**src/rtl/axil_master.sv**
```systemverilog
// Single-outstanding AXI4-Lite master: turns one command into one AXI-Lite read or
// write and returns the captured response. Every interface output comes from a register.
module axil_master #(
   parameter int G_AXIL_ADDR_W = 8,
   parameter int G_AXIL_DATA_W = 64
) (
   input  logic                         i_clk,
   input  logic                         i_rst,

   input  logic                         i_cmd_valid,
   output logic                         o_cmd_ready,
   input  logic                         i_cmd_wr,
   input  logic [G_AXIL_ADDR_W-1:0]     i_cmd_addr,
   input  logic [G_AXIL_DATA_W-1:0]     i_cmd_wdata,
   input  logic [G_AXIL_DATA_W/8-1:0]   i_cmd_wstrb,

   output logic                         o_rsp_valid,
   input  logic                         i_rsp_ready,
   output logic [G_AXIL_DATA_W-1:0]     o_rsp_rdata,
   output logic [1:0]                   o_rsp_resp,

   output logic                         m_axil_awvalid,
   input  logic                         m_axil_awready,
   output logic [G_AXIL_ADDR_W-1:0]     m_axil_awaddr,
   output logic [2:0]                   m_axil_awprot,
   output logic                         m_axil_wvalid,
   input  logic                         m_axil_wready,
   output logic [G_AXIL_DATA_W-1:0]     m_axil_wdata,
   output logic [G_AXIL_DATA_W/8-1:0]   m_axil_wstrb,
   input  logic                         m_axil_bvalid,
   output logic                         m_axil_bready,
   input  logic [1:0]                   m_axil_bresp,

   output logic                         m_axil_arvalid,
   input  logic                         m_axil_arready,
   output logic [G_AXIL_ADDR_W-1:0]     m_axil_araddr,
   output logic [2:0]                   m_axil_arprot,
   input  logic                         m_axil_rvalid,
   output logic                         m_axil_rready,
   input  logic [G_AXIL_DATA_W-1:0]     m_axil_rdata,
   input  logic [1:0]                   m_axil_rresp
);

   localparam int STRB_W = G_AXIL_DATA_W / 8;

   typedef enum logic [2:0] {
      ST_IDLE,
      ST_WADDR,
      ST_RADDR,
      ST_WRESP,
      ST_RDATA,
      ST_RSP
   } state_t;

   state_t                     state, state_n;
   logic                       cmd_ready_q, cmd_ready_n;
   logic                       awvalid_q, awvalid_n;
   logic                       wvalid_q, wvalid_n;
   logic                       bready_q, bready_n;
   logic                       arvalid_q, arvalid_n;
   logic                       rready_q, rready_n;
   logic                       rsp_valid_q, rsp_valid_n;
   logic [G_AXIL_ADDR_W-1:0]   addr_q, addr_n;
   logic [G_AXIL_DATA_W-1:0]   wdata_q, wdata_n;
   logic [STRB_W-1:0]          wstrb_q, wstrb_n;
   logic [G_AXIL_DATA_W-1:0]   rsp_rdata_q, rsp_rdata_n;
   logic [1:0]                 rsp_resp_q, rsp_resp_n;
   logic                       aw_pending;
   logic                       w_pending;

   // A channel is still pending while its valid is up and the slave has not taken it
   assign aw_pending = awvalid_q && !m_axil_awready;
   assign w_pending  = wvalid_q  && !m_axil_wready;

   always_ff @(posedge i_clk or posedge i_rst) begin
      if (i_rst) begin
         state       <= ST_IDLE;
         cmd_ready_q <= 1'b1;
         awvalid_q   <= 1'b0;
         wvalid_q    <= 1'b0;
         bready_q    <= 1'b0;
         arvalid_q   <= 1'b0;
         rready_q    <= 1'b0;
         rsp_valid_q <= 1'b0;
         addr_q      <= '0;
         wdata_q     <= '0;
         wstrb_q     <= '0;
         rsp_rdata_q <= '0;
         rsp_resp_q  <= '0;
      end else begin
         state       <= state_n;
         cmd_ready_q <= cmd_ready_n;
         awvalid_q   <= awvalid_n;
         wvalid_q    <= wvalid_n;
         bready_q    <= bready_n;
         arvalid_q   <= arvalid_n;
         rready_q    <= rready_n;
         rsp_valid_q <= rsp_valid_n;
         addr_q      <= addr_n;
         wdata_q     <= wdata_n;
         wstrb_q     <= wstrb_n;
         rsp_rdata_q <= rsp_rdata_n;
         rsp_resp_q  <= rsp_resp_n;
      end
   end

   always_comb begin
      state_n     = state;
      cmd_ready_n = cmd_ready_q;
      awvalid_n   = awvalid_q;
      wvalid_n    = wvalid_q;
      bready_n    = bready_q;
      arvalid_n   = arvalid_q;
      rready_n    = rready_q;
      rsp_valid_n = rsp_valid_q;
      addr_n      = addr_q;
      wdata_n     = wdata_q;
      wstrb_n     = wstrb_q;
      rsp_rdata_n = rsp_rdata_q;
      rsp_resp_n  = rsp_resp_q;

      case (state)
         ST_IDLE: begin
            if (i_cmd_valid && cmd_ready_q) begin
               cmd_ready_n = 1'b0;
               addr_n      = i_cmd_addr;
               wdata_n     = i_cmd_wdata;
               wstrb_n     = i_cmd_wstrb;
               if (i_cmd_wr) begin
                  state_n   = ST_WADDR;
                  awvalid_n = 1'b1;
                  wvalid_n  = 1'b1;
               end else begin
                  state_n   = ST_RADDR;
                  arvalid_n = 1'b1;
               end
            end
         end

         // AW and W retire independently; B is only opened once both are gone
         ST_WADDR: begin
            awvalid_n = aw_pending;
            wvalid_n  = w_pending;
            if (!aw_pending && !w_pending) begin
               state_n  = ST_WRESP;
               bready_n = 1'b1;
            end
         end

         ST_WRESP: begin
            if (m_axil_bvalid) begin
               state_n     = ST_RSP;
               bready_n    = 1'b0;
               rsp_valid_n = 1'b1;
               rsp_rdata_n = '0;
               rsp_resp_n  = m_axil_bresp;
            end
         end

         ST_RADDR: begin
            if (m_axil_arready) begin
               state_n   = ST_RDATA;
               arvalid_n = 1'b0;
               rready_n  = 1'b1;
            end
         end

         ST_RDATA: begin
            if (m_axil_rvalid) begin
               state_n     = ST_RSP;
               rready_n    = 1'b0;
               rsp_valid_n = 1'b1;
               rsp_rdata_n = m_axil_rdata;
               rsp_resp_n  = m_axil_rresp;
            end
         end

         ST_RSP: begin
            if (i_rsp_ready) begin
               state_n     = ST_IDLE;
               rsp_valid_n = 1'b0;
               cmd_ready_n = 1'b1;
            end
         end

         default: begin
            state_n = ST_IDLE;
         end
      endcase
   end

   assign o_cmd_ready    = cmd_ready_q;
   assign o_rsp_valid    = rsp_valid_q;
   assign o_rsp_rdata    = rsp_rdata_q;
   assign o_rsp_resp     = rsp_resp_q;

   assign m_axil_awvalid = awvalid_q;
   assign m_axil_awaddr  = addr_q;
   assign m_axil_awprot  = 3'b000;
   assign m_axil_wvalid  = wvalid_q;
   assign m_axil_wdata   = wdata_q;
   assign m_axil_wstrb   = wstrb_q;
   assign m_axil_bready  = bready_q;

   assign m_axil_arvalid = arvalid_q;
   assign m_axil_araddr  = addr_q;
   assign m_axil_arprot  = 3'b000;
   assign m_axil_rready  = rready_q;

endmodule

```
**config.mk**
```make
export PLATFORM = sky130hd
export DESIGN_NAME = axil_master
export DESIGN_NICKNAME = d
export VERILOG_FILES = /design/src/rtl/axil_master.sv
export SDC_FILE = /design/constraint.sdc
export NUM_CORES = 1
export LEC_CHECK = 0
export BUFFER_PORTS_ARGS = -buffer_cell sky130_fd_sc_hd__clkbuf_2
export CAP_MARGIN = 20
export CORE_ASPECT_RATIO = 0.7
export CORE_UTILIZATION = 46
export CTS_BUF_LIST = sky130_fd_sc_hd__clkbuf_8 sky130_fd_sc_hd__clkbuf_16
export DETAILED_ROUTE_END_ITERATION = 7
export PLACE_DENSITY = 0.9
export SLEW_MARGIN = 15
export SYNTH_ARGS = -nofsm -noshare
export SYNTH_HDL_FRONTEND = slang
export SYNTH_SLANG_ARGS = --single-unit
```
**constraint.sdc**
```tcl
create_clock -name i_clk -period 7.3 [get_ports i_clk]
set_input_delay 1.825 -clock i_clk [delete_from_list [all_inputs] [get_ports i_clk]]
set_output_delay 1.825 -clock i_clk [all_outputs]
set_load 0.005 [all_outputs]
```
==> results.md <==
| Group | Quantity | This run |
|:---|:---|:---|
| status | Result of the run | finished, final reports clean |
| floorplan | Die Span X | 147 microns |
| place | Buffers added on ports | 318 |
| grt | GR Util All Layers | 24.3% |
| detailed routing | DRT Wirelength | 18500 microns |
| logic synthesis | Cell accounting for the most synthesized area | sky130_fd_sc_hd__dfrtp_1 |
| detailed routing | Antenna Nets Post-Route | 0 |
| grt | Maximum number of pins on one net before global-route repair | 87 |
| logic synthesis | Share of the yosys chip area belonging to registers | 58.0% |
| sta | Worst-margin pin slew | 0.863 ns |
| place | Placed Area | 8330 sq um |
| sta | Hold violation count in the final report | 0 |
| finish | Share of final-layout standard cells stronger than drive strength 1 | 53.1% |
| finish | Total of fill cells in the finished design | 1044 |
| clock tree | H-tree Lvls | 4 |
| clock tree | Number of buffers created by CTS | 17 |
| floorplan | Placeable Area | 14100 sq um |
| grt | First-pass GRT wire length | 27800 microns |
| finish | Fin nets | 989 |
| sta | Highest attainable clock frequency | 279 MHz |
| setup path | CP required | 7.59 ns |
| sta | Unrepaired setup endpoints after global routing | false |
| clock tree | Number of buffers between clock root and the deepest sink | 2 |
| pwr | Clock network power share | 23.5% |
| logic synthesis | Ys flop type | sky130_fd_sc_hd__dfrtp_1 |
| sta | Headroom to the max-slew limit | 42.5% |
| logic synthesis | Number of enable flip-flop cells after synthesis | 0 |
| clock tree | Clk_lat worst skew | 0.41 ns |
| grt | Number of global-route vias before repair | 5069 |
| setup path | Maximum fanout along the worst path | 44 |
| setup path | Arrival @ worst endpoint | 3.88 ns |
| logic synthesis | Number of register bits inferred by synthesis | 156 |
| detailed routing | WL/cell | 17.9 microns |
| detailed routing | Ratio of routed vias to standard cells | 5.02 |
| finish | Final cell utilization of the core | 63.3% |
| logic synthesis | FFs w/ async S/R, synth | 100% |
| pwr | Internal power summed over all cells | 0.00252 W |
| clock tree | Clock tree from TritonCTS | yes |
| logic synthesis | Top cells by area, synth | sky130_fd_sc_hd__dfrtp_1 58%, sky130_fd_sc_hd__mux2_4 18%, sky130_fd_sc_hd__nand4_1 5.9%, sky130_fd_sc_hd__o21ai_0 5.2%, sky130_fd_sc_hd__inv_1 3.8% |
| clock tree | Library cell used as clock root buffer | sky130_fd_sc_hd__clkbuf_16 |
| pwr | Lkg Pwr | 4.59 nW |
| clock tree | Post-CTS setup-driven buffer insertion count | 0 |
| floorplan | Initial cell density of the core | 47.8% |
| sta | Final total negative setup slack | 0 ns |
| pwr | Net switching component of the power | 0.00132 W |
| sta | Final worst path period need | 3.59 ns |
| job | Max-capacitance violation count | 0 |
| pwr | Power per cell area | 430 nW/um^2 |
| detailed routing | Total via count in the routed design | 5191 |
| floorplan | Row cnt | 36 |
| clock tree | Cts hold-fix bufs | 0 |
| logic synthesis | Mean instance size in the synthesized netlist | 12.5 sq um |
| pwr | Worst supply voltage drop on vdd | 0.000171 V |
| sta | # setup viols final | 0 |
| finish | Sequential Area | 3910 sq um |
| detailed routing | Total DRC errors in the routed layout | 0 |
| sta | Count of pins over their slew limit | 0 |
| finish | Area occupied by multi-input gates | 2290 sq um |
| finish | Final instance area | 8930 sq um |
| finish | Synthesis-to-finish area growth | 32.6% |
| setup path | CP Class | in2reg |
| sta | Final critical-path setup slack | 3.71 ns |
| floorplan | # IOs | 325 |
| logic synthesis | Count of unique library cells instantiated by Yosys | 31 |
| place | Pre-CTS setup slack | 3.31 ns |
| floorplan | Die area | 15100 sq um |
| floorplan | Die Y | 103 microns |
| finish | Leading cell type in the layout, fill and taps excluded | sky130_fd_sc_hd__clkbuf_2 |
| logic synthesis | Ys Warns | 0 |
| setup path | Category of the worst setup path capture point | register |
| detailed routing | Initial DRC count | 216 |
| logic synthesis | Top-area cell type share of the netlist area | 57.6% |
| place | HPWL reported at the end of detailed placement | 13000 microns |
| pwr | Sequential cell fraction of total power | 39.6% |
| clock tree | Post-cts repair resize count | 0 |
| grt | Initial antenna violation count | 0 |
| place | Final RePlAce weighted congestion | 0.838 |
| logic synthesis | Count of mapped cells out of synthesis | 537 |
| sta | Final worst path period share | 49.2% |
| setup path | Startpoint type of the worst setup path | input pin |
| clock tree | Clock slew seen by the registers of the worst setup and hold paths | 0.07 ns |
| sta | Worst clock skew | 0.0156 ns |
| pwr | Share of total power in combinational logic | 37.0% |
| hold path | Type of the tightest min-delay check | reg2reg |
| pwr | Switching part of the total | 34.4% |
| detailed routing | Number of detailed-route iterations in the first pass | 4 |
| finish | Commonest non-fill, non-tap cells in the layout | 318 x sky130_fd_sc_hd__clkbuf_2, 154 x sky130_fd_sc_hd__dfrtp_1, 80 x sky130_fd_sc_hd__mux2_4 |
| logic synthesis | Post-Synthesis Cell Area | 6740 sq um |
| clock tree | CTS Sinks | 156 |
| finish | Antenna diode instance count | 0 |
| grt | Remaining global-route overflow | 0 |
-- cells in the mapped netlist (5+ instances only) --
library cell	instances
sky130_fd_sc_hd__a21oi_1	5
sky130_fd_sc_hd__inv_1	68
sky130_fd_sc_hd__mux2_4	80
sky130_fd_sc_hd__buf_6	9
sky130_fd_sc_hd__nand4_1	64
sky130_fd_sc_hd__nand2_1	9
sky130_fd_sc_hd__buf_2	9
sky130_fd_sc_hd__o21ai_0	70
sky130_fd_sc_hd__dfrtp_1	155
sky130_fd_sc_hd__buf_4	14
sky130_fd_sc_hd__clkbuf_1	18
-- registers in the layout, indices dropped and copies added, names as in the netlist, 2 cells and up --
signal and count:
m_axil_araddr 8, m_axil_wdata 64, m_axil_wstrb 8, o_rsp_rdata 64, o_rsp_resp 2, state 3
-- through the flow --
stage                     cells  total power, W  hold slack, ns
final                      1034         0.00384           0.501
after global routing       1034         0.00406           0.519
after CTS                  1034         0.00387           0.507
after detailed placement   1002         0.00294           0.493
after global placement     1002         0.00288           0.486
after floorplan             542         0.00232           0.495
-- final cells by class --
class                      count  area share (%)
timing repair buffer         324            18.3
clock inverter                15            1.93
inverter                      68            2.91
multi-input combinational    264            25.7
clock buffer                  17            4.76
sequential                   156            43.7
tap                          190            2.66
-- cell families after synthesis --
| logic type | Yosys count | synth area share [%] |
|---|---|---|
| compound gates | 87 | 7.06 |
| buf+inv | 122 | 8.75 |
| mux | 84 | 18.5 |
| other cells | 1 | 0.0557 |
| simple gates | 87 | 7.69 |
| flops | 156 | 58.0 |
-- worst paths after layout --
kind                                         startpoint                      endpoint  slack, ns  depth (start not counted)
min in group asynchronous                         i_rst  m_axil_wdata[18]$_DFFE_PP0P_       1.53                          2
max in group asynchronous                         i_rst   o_rsp_rdata[10]$_DFFE_PP0P_       4.38                          3
worst min-delay path            o_rsp_valid$_DFFE_PP0P_       o_rsp_valid$_DFFE_PP0P_       0.50                          1
worst min register to register  o_rsp_valid$_DFFE_PP0P_       o_rsp_valid$_DFFE_PP0P_       0.50                          1
worst max-delay path                        i_cmd_valid  m_axil_araddr[0]$_DFFE_PP0P_       3.71                          5
worst max register to register     state[0]$_DFFE_PP0P_  m_axil_araddr[0]$_DFFE_PP0P_       4.02                          5
-- routing by layer --
layer  vias up  track usage (%)  part of all wire (%)
met5         -                0                     0
met4         0             10.2                   3.0
met3        32             6.80                   7.5
met2       230             40.6                    49
met1      2510             30.3                    41
li1       2419                -                     -
-- power by group through the flow --
stage	Clock [W]	Sequential (W)	Combinational [W]
after floorplan	0	0.00149	0.000835
after global placement	0	0.00151	0.00137
after detailed placement	0	0.00152	0.00142
after CTS	0.000920	0.00151	0.00144
after global routing	0.000957	0.00156	0.00154
final	0.000901	0.00152	0.00142
-- worst max-delay path, cell delays in order --
cell and delay (ns):
sky130_fd_sc_hd__clkbuf_2 0.10, sky130_fd_sc_hd__and3b_1 0.18, sky130_fd_sc_hd__and2_4 0.68, sky130_fd_sc_hd__buf_4 0.68, sky130_fd_sc_hd__mux2_4 0.36
(Power assumes the default switching activity.)
